==> src/rtl/instr_seq.sv <==
// instr_seq: multi-cycle instruction sequencer for a simple datapath.
// It steps through FETCH/EXEC/(MEM)/WB for each instruction and keeps the
// program counter. It also gates the register-file and data-memory write
// enables so that each one fires only in its own phase.
// Optional build macro INSTR_SEQ_CYCLE_CNT_EN adds a 16-bit saturating
// CycleCnt output, which counts the busy cycles of the current program run.
module instr_seq #(
  parameter int unsigned          PC_W    = 10,
  parameter logic [PC_W-1:0]      LAST_PC = 10'h3FF
) (
  input  logic            Clk,
  input  logic            Reset,
  input  logic            Start,
  input  logic            Branch,
  input  logic            Jump,
  input  logic            Zero,
  input  logic            LS,
  input  logic            MemWrite,
  input  logic            RegWrite,
  input  logic [PC_W-1:0] Target,
  output logic [PC_W-1:0] ProgCtr,
  output logic            IrLoad,
  output logic            RegWrEn,
  output logic            MemWrEn,
  output logic            Busy,
  output logic            Done
`ifdef INSTR_SEQ_CYCLE_CNT_EN
  ,
  output logic [15:0]     CycleCnt
`endif
);

  typedef enum logic [2:0] {IDLE, FETCH, EXEC, MEM, WB, HALT} state_t;

  state_t state;
  logic   regwrite_q;
  logic   taken;

  // Redirect decision for the instruction that is retiring in WB.
  always_comb begin
    taken = Jump | (Branch & Zero);
  end

  // Sequencer FSM. All outputs are registered and are set on entry to the
  // state that owns them.
  always_ff @(posedge Clk or negedge Reset) begin
    if (!Reset) begin
      state      <= IDLE;
      ProgCtr    <= '0;
      IrLoad     <= 1'b0;
      RegWrEn    <= 1'b0;
      MemWrEn    <= 1'b0;
      Busy       <= 1'b0;
      Done       <= 1'b0;
      regwrite_q <= 1'b0;
    end else begin
      IrLoad  <= 1'b0;
      RegWrEn <= 1'b0;
      MemWrEn <= 1'b0;
      case (state)
        IDLE: begin
          if (Start) begin
            state   <= FETCH;
            ProgCtr <= '0;
            IrLoad  <= 1'b1;
            Busy    <= 1'b1;
          end
        end
        FETCH: state <= EXEC;
        EXEC: begin
          // RegWrite is latched here so that a load still writes back in WB,
          // one cycle after MEM.
          regwrite_q <= RegWrite;
          if (LS | MemWrite) begin
            state   <= MEM;
            MemWrEn <= MemWrite;
          end else begin
            state   <= WB;
            RegWrEn <= RegWrite;
          end
        end
        MEM: begin
          state   <= WB;
          RegWrEn <= regwrite_q;
        end
        WB: begin
          if (taken) begin
            ProgCtr <= Target;
            state   <= FETCH;
            IrLoad  <= 1'b1;
          end else if (ProgCtr == LAST_PC) begin
            state <= HALT;
            Busy  <= 1'b0;
            Done  <= 1'b1;
          end else begin
            ProgCtr <= ProgCtr + 1'b1;
            state   <= FETCH;
            IrLoad  <= 1'b1;
          end
        end
        HALT: begin
          if (!Start) begin
            state <= IDLE;
            Done  <= 1'b0;
          end
        end
        default: state <= IDLE;
      endcase
    end
  end

`ifdef INSTR_SEQ_CYCLE_CNT_EN
  // Busy-cycle counter. It clears when a run starts, saturates at its
  // maximum, and holds its value once the program halts.
  always_ff @(posedge Clk or negedge Reset) begin
    if (!Reset) begin
      CycleCnt <= '0;
    end else if (state == IDLE && Start) begin
      CycleCnt <= '0;
    end else if (Busy && CycleCnt != '1) begin
      CycleCnt <= CycleCnt + 16'd1;
    end
  end
`else
  // No cycle counter in this build.
`endif

endmodule

==> config.mk <==
export PLATFORM = sky130hd
export DESIGN_NAME = instr_seq
export DESIGN_NICKNAME = d
export VERILOG_FILES = /design/src/rtl/instr_seq.sv
export SDC_FILE = /design/constraint.sdc
export NUM_CORES = 1
export LEC_CHECK = 0
export ABC_CLOCK_PERIOD_IN_PS = 2120
export BUFFER_PORTS_ARGS = -buffer_cell sky130_fd_sc_hd__buf_4
export CORE_MARGIN = 5
export CORE_UTILIZATION = 35
export CTS_CLUSTER_SIZE = 30
export DETAILED_ROUTE_END_ITERATION = 10
export SETUP_SLACK_MARGIN = 0.2
export SKIP_CTS_REPAIR_TIMING = 1
export SLEW_MARGIN = 30
export SYNTH_ARGS = -nofsm -noshare
export SYNTH_HDL_FRONTEND = slang
export SYNTH_SLANG_ARGS = --single-unit
export TNS_END_PERCENT = 30
==> constraint.sdc <==
create_clock -name Clk -period 2.12 [get_ports Clk]
set_input_delay 0.106 -clock Clk [delete_from_list [all_inputs] [get_ports Clk]]
set_output_delay 0.106 -clock Clk [all_outputs]
set_load 0.05 [all_outputs]
==> impl_metrics.env <==
export IMPL_status="completed"
export IMPL_num_antenna_cells=0
export IMPL_final_fill_count=342
export IMPL_grt_pass1_wl_mm=5.24
export IMPL_drc=0
export IMPL_drtPass1Iterations=4
export IMPL_vias=1173
export IMPL_drive_gt1_share_pct=31.5
export IMPL_cts_max_level=1
export IMPL_hold_violations=0
export IMPL_slew_violations=0
export IMPL_power_internal_uw=917
export IMPL_ys_async_sr_fraction_pct=100
export IMPL_finalCritPeriodShare_pct=89.4
export IMPL_cts_buffer_depth=2
export IMPL_grtUsageTotal_pct=14.9
export IMPL_finClkSkew_ps=12.6
export IMPL_clkTransAtPathRegs_ps=120
export IMPL_clkPwrFrac_pct=10.9
export IMPL_clock_latency_ps=310
export IMPL_fmax_mhz=528
export IMPL_place_congestion=0.836
export IMPL_cp_end_kind="flop"
export IMPL_max_slew_margin_rel_pct=68.5
export IMPL_synth_cell_types=45
export IMPL_layout_commonest_cell="buf_4"
export IMPL_dpl_hpwl_mm=2.40
export IMPL_synth_nets=147
export IMPL_cts_sinks=19
export IMPL_place_area_um2=1510
export IMPL_wirelength_mm=3.22
export IMPL_worstPathArrival_ps=2100
export IMPL_io_buffers=33
export IMPL_p_sw_share_pct=49.1
export IMPL_p_switching_uw=884
export IMPL_setup_tns_ps=0
export IMPL_io_pins=34
export IMPL_ys_seq_area_share_pct=39.2
export IMPL_tightestPinTransition_ps=470
export IMPL_rows=21
export IMPL_drtIter0Drc=70
export IMPL_area_delta_synth_final_pct=27.5
export IMPL_grt_max_degree=20
export IMPL_crit_fanout=6
export IMPL_final_nets=183
export IMPL_vdd_drop_max_mv=0.479
export IMPL_cts_tree="done"
export IMPL_first_global_vias=1120
export IMPL_die_w_um=68.9
export IMPL_antenna_found_initial=0
export IMPL_crit_path_max_incr_delay_ps=440
export IMPL_p_leak_uw=0.000694
export IMPL_ys_warnings_count=0
export IMPL_wl_per_cell_um=15.5
export IMPL_drv_cap=0
export IMPL_synth_edf_count=0
export IMPL_rsz0062_at_grt="yes"
export IMPL_worstPathCellList="ha_2, and3_1, nand4_2, a21boi_4, inv_2, mux2_1"
export IMPL_critPathSlowestCell="dfrtp_2"
export IMPL_final_cell_mix="buf_4 (36), nand2_1 (18), dfrtp_1 (17)"
export IMPL_stdcell_area_um2=1550
export IMPL_synthesis_area_um2=1210
export IMPL_finalSetupViolations=0
export IMPL_synth_cells=127
export IMPL_p_comb_share_pct=52.1
export IMPL_worstSetupPathType="reg -> reg"
export IMPL_p_seq_share_pct=37.0
export IMPL_cts_root_buffer="clkbuf_4"
export IMPL_numCtsBuffers=3
export IMPL_synth_seq_cells=19
export IMPL_fin_crit_ps=1890
export IMPL_crit_buf_inv=1
export IMPL_vias_per_cell=5.64
export IMPL_min_path_type="in -> reg"
export IMPL_powerDensity_nw_per_um2=1170
export IMPL_die_area_um2=4740
export IMPL_worstPathRequired_ps=2330
export IMPL_cp_top_family="simple AND/OR/NAND/NOR gates"
export IMPL_worst_setup_path_start_kind="flop"
export IMPL_start_util_pct=36.3
export IMPL_synth_main_ff_cell="dfrtp_1"
export IMPL_dieHeight_um=68.9
export IMPL_core_area_um2=3340
export IMPL_antenna_left=0
export IMPL_overflow=0
export IMPL_syn_mean_instance_area_um2=9.55
==> final timing paths <==
| path | from | to | slack, ps | cells after the start |
|---|---|---|---|---|
| setup / recovery | ProgCtr[0] | ProgCtr[1] | 230 | 6 |
| hold / removal | MemWrite | MemWrEn | 20 | 2 |
| setup reg to reg | ProgCtr[0] | ProgCtr[1] | 230 | 6 |
| hold reg to reg | Busy | Busy | 540 | 2 |
| max in group asynchronous | Reset | ProgCtr[1] | 1700 | 2 |
| min in group asynchronous | Reset | ProgCtr[7] | 190 | 2 |
==> logic make-up after synthesis <==
logic type / count (synthesis) / share of synthesized area [%]
and+or+nand+nor: 61 / 29.2
buffers and inverters: 7 / 3.30
muxes: 4 / 3.51
DFF: 19 / 39.2
adders and majority gates: 1 / 1.03
AOI/OAI and AO/OA: 35 / 23.7
==> power groups by stage <==
stage,registers (uW),logic (uW),clock network (uW)
floorplan,923,394,0
global placement,667,937,0
detailed placement,670,944,0
CTS,663,945,204
global route,693,1000,221
finish,666,938,197
==> state kept, by name, indices dropped and copies added, names as in the netlist <==
register and count:
regwrite_q 1, IrLoad 1, Busy 1, Done 1, ProgCtr 10, MemWrEn 1, state 3, RegWrEn 1
==> metrics by stage <==
stage	total power, uW	utilization (%)	cells	hold WS, ps	setup WS (ps)
detailed placement	1610	45.2	203	1.41	223
global placement	1600	45.2	203	-5.38	275
CTS	1810	46.0	207	-346	229
floorplan	1320	-	127	-190	206
finish	1800	46.3	208	17.0	225
global route	1920	46.3	208	2.17	113
==> Yosys cell counts (3+ instances only) <==
master / count / area (um^2)
nand3_1: 5 / 25.0
dfrtp_1: 19 / 475
nand4_1: 3 / 18.8
a211o_1: 3 / 26.3
nor2_1: 9 / 33.8
nand2_1: 18 / 67.6
a211oi_1: 6 / 45.0
a311o_1: 3 / 30.0
and3_1: 4 / 25.0
a21oi_1: 6 / 30.0
and4_1: 4 / 35.0
and2_1: 3 / 18.8
o21ai_0: 3 / 15.0
a221o_1: 3 / 30.0
buf_4: 3 / 22.5
==> final cells by class <==
cell class                      count  area, um^2  share of cell area [%]
Tap cell                           46        57.6                    3.72
Clock buffer                        4        26.3                    1.70
Timing Repair Buffer               37         280                    18.1
Multi-Input combinational cell    101         699                    45.3
Inverter                            1        3.75                   0.243
Sequential cell                    19         478                    30.9
==> per-layer routing <==
metal	vias up	track usage [%]	wire length, um
met1	578	18.3	1420
met5	-	0	0
met4	0	3.65	27
met2	24	25.2	1560
met3	5	4.86	207
li1	566	-	-
No activity file was read; power rests on OpenSTA's default activity.
